--- src/rtl/meter_pkg.sv ---
// Shared constants, mode encoding and helpers for the parking meter controller.
package meter_pkg;

  localparam int unsigned TIME_W = 14;
  localparam int unsigned BCD_W  = 16;

  localparam logic [13:0] MAX_TIME   = 14'd9999;
  localparam logic [13:0] LOW_THRESH = 14'd180;

  // Add amounts carry one extra bit so the sum can exceed MAX_TIME before clamping.
  localparam logic [14:0] ADD0 = 15'd60;
  localparam logic [14:0] ADD1 = 15'd120;
  localparam logic [14:0] ADD2 = 15'd180;
  localparam logic [14:0] ADD3 = 15'd300;

  localparam logic [13:0] PRESET_A = 14'd10;
  localparam logic [13:0] PRESET_B = 14'd205;

  typedef enum logic [1:0] {
    MODE_EXPIRED = 2'b00,
    MODE_LOW     = 2'b01,
    MODE_NORMAL  = 2'b10
  } mode_e;

  // Classify a remaining-time value into its display mode.
  function automatic mode_e mode_of(input logic [13:0] t);
    mode_e m;
    if (t == 14'd0) begin
      m = MODE_EXPIRED;
    end else if (t < LOW_THRESH) begin
      m = MODE_LOW;
    end else begin
      m = MODE_NORMAL;
    end
    return m;
  endfunction

endpackage

--- src/rtl/meter_ctrl_bin2bcd.sv ---
// Combinational double-dabble converter: 14-bit binary to 4 BCD digits.
module bin2bcd
  import meter_pkg::*;
(
  input  logic [TIME_W-1:0] bin,
  output logic [BCD_W-1:0]  bcd
);

  logic [29:0] sh_s;

  // Shift-and-add-3: correct each digit that would overflow before every shift.
  always_comb begin
    sh_s = {16'd0, bin};
    for (int i = 0; i < 14; i++) begin
      for (int d = 0; d < 4; d++) begin
        if (sh_s[14 + 4*d +: 4] >= 4'd5) begin
          sh_s[14 + 4*d +: 4] = sh_s[14 + 4*d +: 4] + 4'd3;
        end else begin
          sh_s[14 + 4*d +: 4] = sh_s[14 + 4*d +: 4];
        end
      end
      sh_s = {sh_s[28:0], 1'b0};
    end
    bcd = sh_s[29:14];
  end

endmodule

--- src/rtl/meter_ctrl.sv ---
// Parking meter sequencing controller: remaining-time counter, mode FSM and blink control.
module meter_ctrl
  import meter_pkg::*;
(
  input  logic        clk,
  input  logic        rst,
  input  logic        tick_1hz,
  input  logic        tick_2hz,
  input  logic [3:0]  add_btn,
  input  logic [1:0]  preset,
  output logic [13:0] time_bin,
  output logic [15:0] time_bcd,
  output logic        disp_en,
  output logic [1:0]  mode
);

  logic [13:0] time_r;
  logic [15:0] bcd_r;
  logic        disp_r;
  logic        ph_r;
  mode_e       mode_r;

  logic [14:0] add_amt_s;
  logic [14:0] sum_s;
  logic [13:0] base_s;
  logic        tick_eff_s;
  logic [13:0] time_next_s;
  mode_e       mode_next_s;
  logic        ph_next_s;
  logic        disp_next_s;
  logic [15:0] bcd_s;

  bin2bcd u_bin2bcd (
    .bin (time_r),
    .bcd (bcd_s)
  );

  // Next remaining time: preset > add (lowest index) > hold, then saturate and tick down.
  always_comb begin
    add_amt_s = 15'd0;
    if (add_btn[0]) begin
      add_amt_s = ADD0;
    end else if (add_btn[1]) begin
      add_amt_s = ADD1;
    end else if (add_btn[2]) begin
      add_amt_s = ADD2;
    end else if (add_btn[3]) begin
      add_amt_s = ADD3;
    end else begin
      add_amt_s = 15'd0;
    end

    sum_s = {1'b0, time_r} + add_amt_s;

    if (preset[0]) begin
      base_s = PRESET_A;
    end else if (preset[1]) begin
      base_s = PRESET_B;
    end else if (sum_s > {1'b0, MAX_TIME}) begin
      base_s = MAX_TIME;
    end else begin
      base_s = sum_s[13:0];
    end

    // A preset load takes the exact preset value; the second tick is dropped.
    tick_eff_s = tick_1hz & ~(|preset);

    if (tick_eff_s && (base_s != 14'd0)) begin
      time_next_s = base_s - 14'd1;
    end else begin
      time_next_s = base_s;
    end
  end

  // Mode and blink phase for the next cycle, derived from the next time value.
  always_comb begin
    mode_next_s = mode_of(time_next_s);
    ph_next_s   = 1'b0;
    disp_next_s = 1'b1;
    if (mode_next_s != mode_r) begin
      ph_next_s = 1'b0;
    end else begin
      case (mode_next_s)
        MODE_LOW:     ph_next_s = tick_eff_s ? ~ph_r : ph_r;
        MODE_EXPIRED: ph_next_s = tick_2hz ? ~ph_r : ph_r;
        MODE_NORMAL:  ph_next_s = 1'b0;
        default:      ph_next_s = 1'b0;
      endcase
    end
    if (mode_next_s == MODE_NORMAL) begin
      disp_next_s = 1'b1;
    end else begin
      disp_next_s = ~ph_next_s;
    end
  end

  // State register for counter, mode, blink phase and display enable.
  always_ff @(posedge clk) begin
    if (rst) begin
      time_r <= 14'd0;
      mode_r <= MODE_EXPIRED;
      ph_r   <= 1'b0;
      disp_r <= 1'b1;
    end else begin
      time_r <= time_next_s;
      mode_r <= mode_next_s;
      ph_r   <= ph_next_s;
      disp_r <= disp_next_s;
    end
  end

  // BCD output register, one cycle behind the binary counter.
  always_ff @(posedge clk) begin
    if (rst) begin
      bcd_r <= 16'h0000;
    end else begin
      bcd_r <= bcd_s;
    end
  end

  assign time_bin = time_r;
  assign time_bcd = bcd_r;
  assign disp_en  = disp_r;
  assign mode     = mode_r;

endmodule

--- config.mk ---
export PLATFORM = sky130hd
export DESIGN_NAME = meter_ctrl
export DESIGN_NICKNAME = d
export VERILOG_FILES = /design/src/rtl/meter_pkg.sv /design/src/rtl/meter_ctrl_bin2bcd.sv /design/src/rtl/meter_ctrl.sv
export SDC_FILE = /design/constraint.sdc
export NUM_CORES = 1
export LEC_CHECK = 0
export CORE_UTILIZATION = 57
export DETAILED_ROUTE_END_ITERATION = 7
export DONT_BUFFER_PORTS = 1
export PLACE_DENSITY_LB_ADDON = 0.1
export SLEW_MARGIN = 30
export SYNTH_ARGS = -nofsm -noshare
export SYNTH_HDL_FRONTEND = slang
export SYNTH_SLANG_ARGS = --single-unit
--- constraint.sdc ---
create_clock -name clk -period 9.36 [get_ports clk]
set_input_delay 0.468 -clock clk [delete_from_list [all_inputs] [get_ports clk]]
set_output_delay 0.468 -clock clk [all_outputs]
set_load 0.01 [all_outputs]
==> metrics.yaml <==
yosysTopAreaCellShare_pct: 11.6
core_area_mm2: 0.00991
power.share.sequential_pct: 34.3
async_reset_ff_share_pct: 0
cp_slowest_cell: "or4_4"
routed_via_density: 6.67
port_buffers: 0
status: "finished, final reports clean"
die_width_um: 104
synth_warnings: 0
cp.buffers_inverters: 7
ir_worst_vdd_uv: 68.7
cts_buffer_depth: 2
slowest_delay_ns: 0.57
grt_util_all_layers_pct: 27.8
totalWireLength_mm: 16.3
yosysMostFrequentCell: "nor2_1"
syn_inst: 811
root_buffer: "clkbuf_8"
setup_violations: 0
crit_required_ns: 9.60
combPwrFrac_pct: 31.5
power_density_mw_per_mm2: 74.8
tightest_slew_ns: 0.965
hpwlAfterDp_mm: 11.5
grt_pass1_vias: 5770
drc: 0
fin_tns_setup_ns: 0
synth_area_leaders: "dfxtp_1 (12%), ha_1 (7.0%), nor2_1 (6.0%), o21ai_0 (4.6%), a21oi_1 (3.9%)"
yosysTopAreaCell: "dfxtp_1"
cts_tree: "built"
synth_common_cells: "nor2_1 (94), o21ai_0 (54), nand2_1 (52), a21oi_1 (46), nor3_1 (38)"
detailedRoute.firstIterationViolations: 697
ys_seq_area_share_pct: 11.6
drive_gt1_share_pct: 21.5
synth-seq-cells: 34
place_ws_ns: -0.368
power_uw: 507
yosysUniqueCellTypes: 108
hold_class: "input pin to register"
die_h_um: 104
area_growth_pct: 15.1
slew_violations: 0
relSlewSlack_pct: 35.4
clkSlewWorstSetupHoldPaths_ns: 0.09
post-route-min-period_ns: 9.05
placementRows: 36
cts_made_buffers: 5
syn-num-nets: 855
critPathKind: "register to register"
synth_edf_count: 0
initial_utilization_pct: 59.4
final_core_util_pct: 68.3
hold_violations: 0
end_kind: "register"
fin_crit_sh_pct: 96.7
syn_avg_cell_area_um2: 7.26
grt_antenna_before_repair: 0
max_freq_mhz: 110
clk_latency_ns: 0.30
p_sw_uw: 181
diodes: 0
grt_pass1_wl_mm: 26.0
max-cap-violations: 0
arrival_ns: 9.30
grt_max_degree: 36
drtPass1Iterations: 6
h-tree-depth: 2
swShare_pct: 35.7
antenna_left: 0
clock_skew_ns: 0.00815
path_delay_family: "compound AO/OA/AOI/OAI gates"
place_inst: 932
dieArea_mm2: 0.0107
crit_fanout: 7
finalNonFillerCells: 964
p_leak_uw: 0.00273
start_kind: "register"
grt_overflow: 0
fillers: 802
synthFlopType: "dfxtp_1"
postCtsHoldBufs: 0
wl_per_cell_um: 16.9
clock_sinks: 34
via_count: 6431
power_frac_clock_pct: 34.3
cell_internal_pwr_uw: 326
layout_setup_ws_ns: 0.307
place.gp.congestion: 0.890
io_pins: 43
syn-cell-area_mm2: 0.00588
nets: 874
==> path summary, 6_finish.rpt <==
kind	start	to	slack [ns]	cells after the start
worst max register to register	time_bin[11]$_SDFF_PP0_	time_bcd[14]$_SDFF_PP0_	0.31	48
worst min-delay path	rst	time_bcd[5]$_SDFF_PP0_	0.23	1
worst max-delay path	time_bin[11]$_SDFF_PP0_	time_bcd[14]$_SDFF_PP0_	0.31	48
worst min register to register	mode[1]$_SDFF_PP0_	disp_en$_SDFF_PP1_	0.57	2
==> per-layer routing <==
layer	global-route usage [%]	wire length (um)	up-vias	part of all wire (%)
met1	34.1	6750	3008	41
met4	5.80	228	0	1.4
met3	3.90	932	26	5.7
met5	0	0	-	0
met2	51.1	8370	254	51
li1	-	-	3143	-
==> sequential cells by signal (all words and copies together) (netlist names) <==
name,flops
ph_r,1
time_bin,14
time_bcd,16
disp_en,1
mode,2
==> final cells by class <==
type,instances,area [um^2],area share [%]
inverter,37,158,2.33
clock buffer,5,68.8,1.02
multi-input combinational,701,5240,77.4
tap,133,166,2.46
clock inverter,3,68.8,1.02
timing repair buffer,51,387,5.71
sequential,34,683,10.1
==> per-stage QoR <==
stage                     area (um^2)  hold WS [ns]
after floorplan                  5910         0.491
after detailed placement         6110         0.543
after global placement           6110         0.540
final                            6770         0.230
after CTS                        6310         0.224
after global routing             6770         0.217
==> power by group through the flow <==
stage | clock, uW | sequential, uW | combinational [uW]
after floorplan | 0 | 169 | 138
after global placement | 0 | 177 | 151
after detailed placement | 0 | 177 | 155
after CTS | 175 | 173 | 156
after global routing | 181 | 175 | 179
final | 174 | 174 | 159
==> repair_timing <==
item | CTS | global route
cloned | 0 | 0
setup buffers | 3 | 21
endpoints found under the setup margin | 7 | 11
resized for setup | 11 | 57
pin swaps | 3 | 30
==> cells by family (layout without fill, tap and decap cells) <==
| family | Yosys count | in the layout | share of synthesized area (%) |
|---|---|---|---|
| mux | 28 | 28 | 5.40 |
| fa+ha+maj | 34 | 34 | 7.36 |
| simple gates | 314 | 314 | 27.5 |
| buf+inv | 76 | 96 | 5.23 |
| compound gates | 293 | 293 | 37.9 |
| xor+xnor | 32 | 32 | 5.02 |
| flops | 34 | 34 | 11.6 |
==> layout by cell type, fill, tap and decap left out, types with 12 or more instances in the layout <==
master,netlist,layout
nor2_1,94,92
o21ai_0,54,53
nand2_1,52,51
buf_4,1,50
a21oi_1,46,42
nor3_1,38,36
dfxtp_1,34,32
nand3_1,31,31
inv_1,26,24
xnor2_1,25,20
ha_1,33,20
a31oi_1,15,15
nand2b_1,16,14
mux2i_1,14,14
a211oi_1,13,12
(Power assumes the default switching activity.)
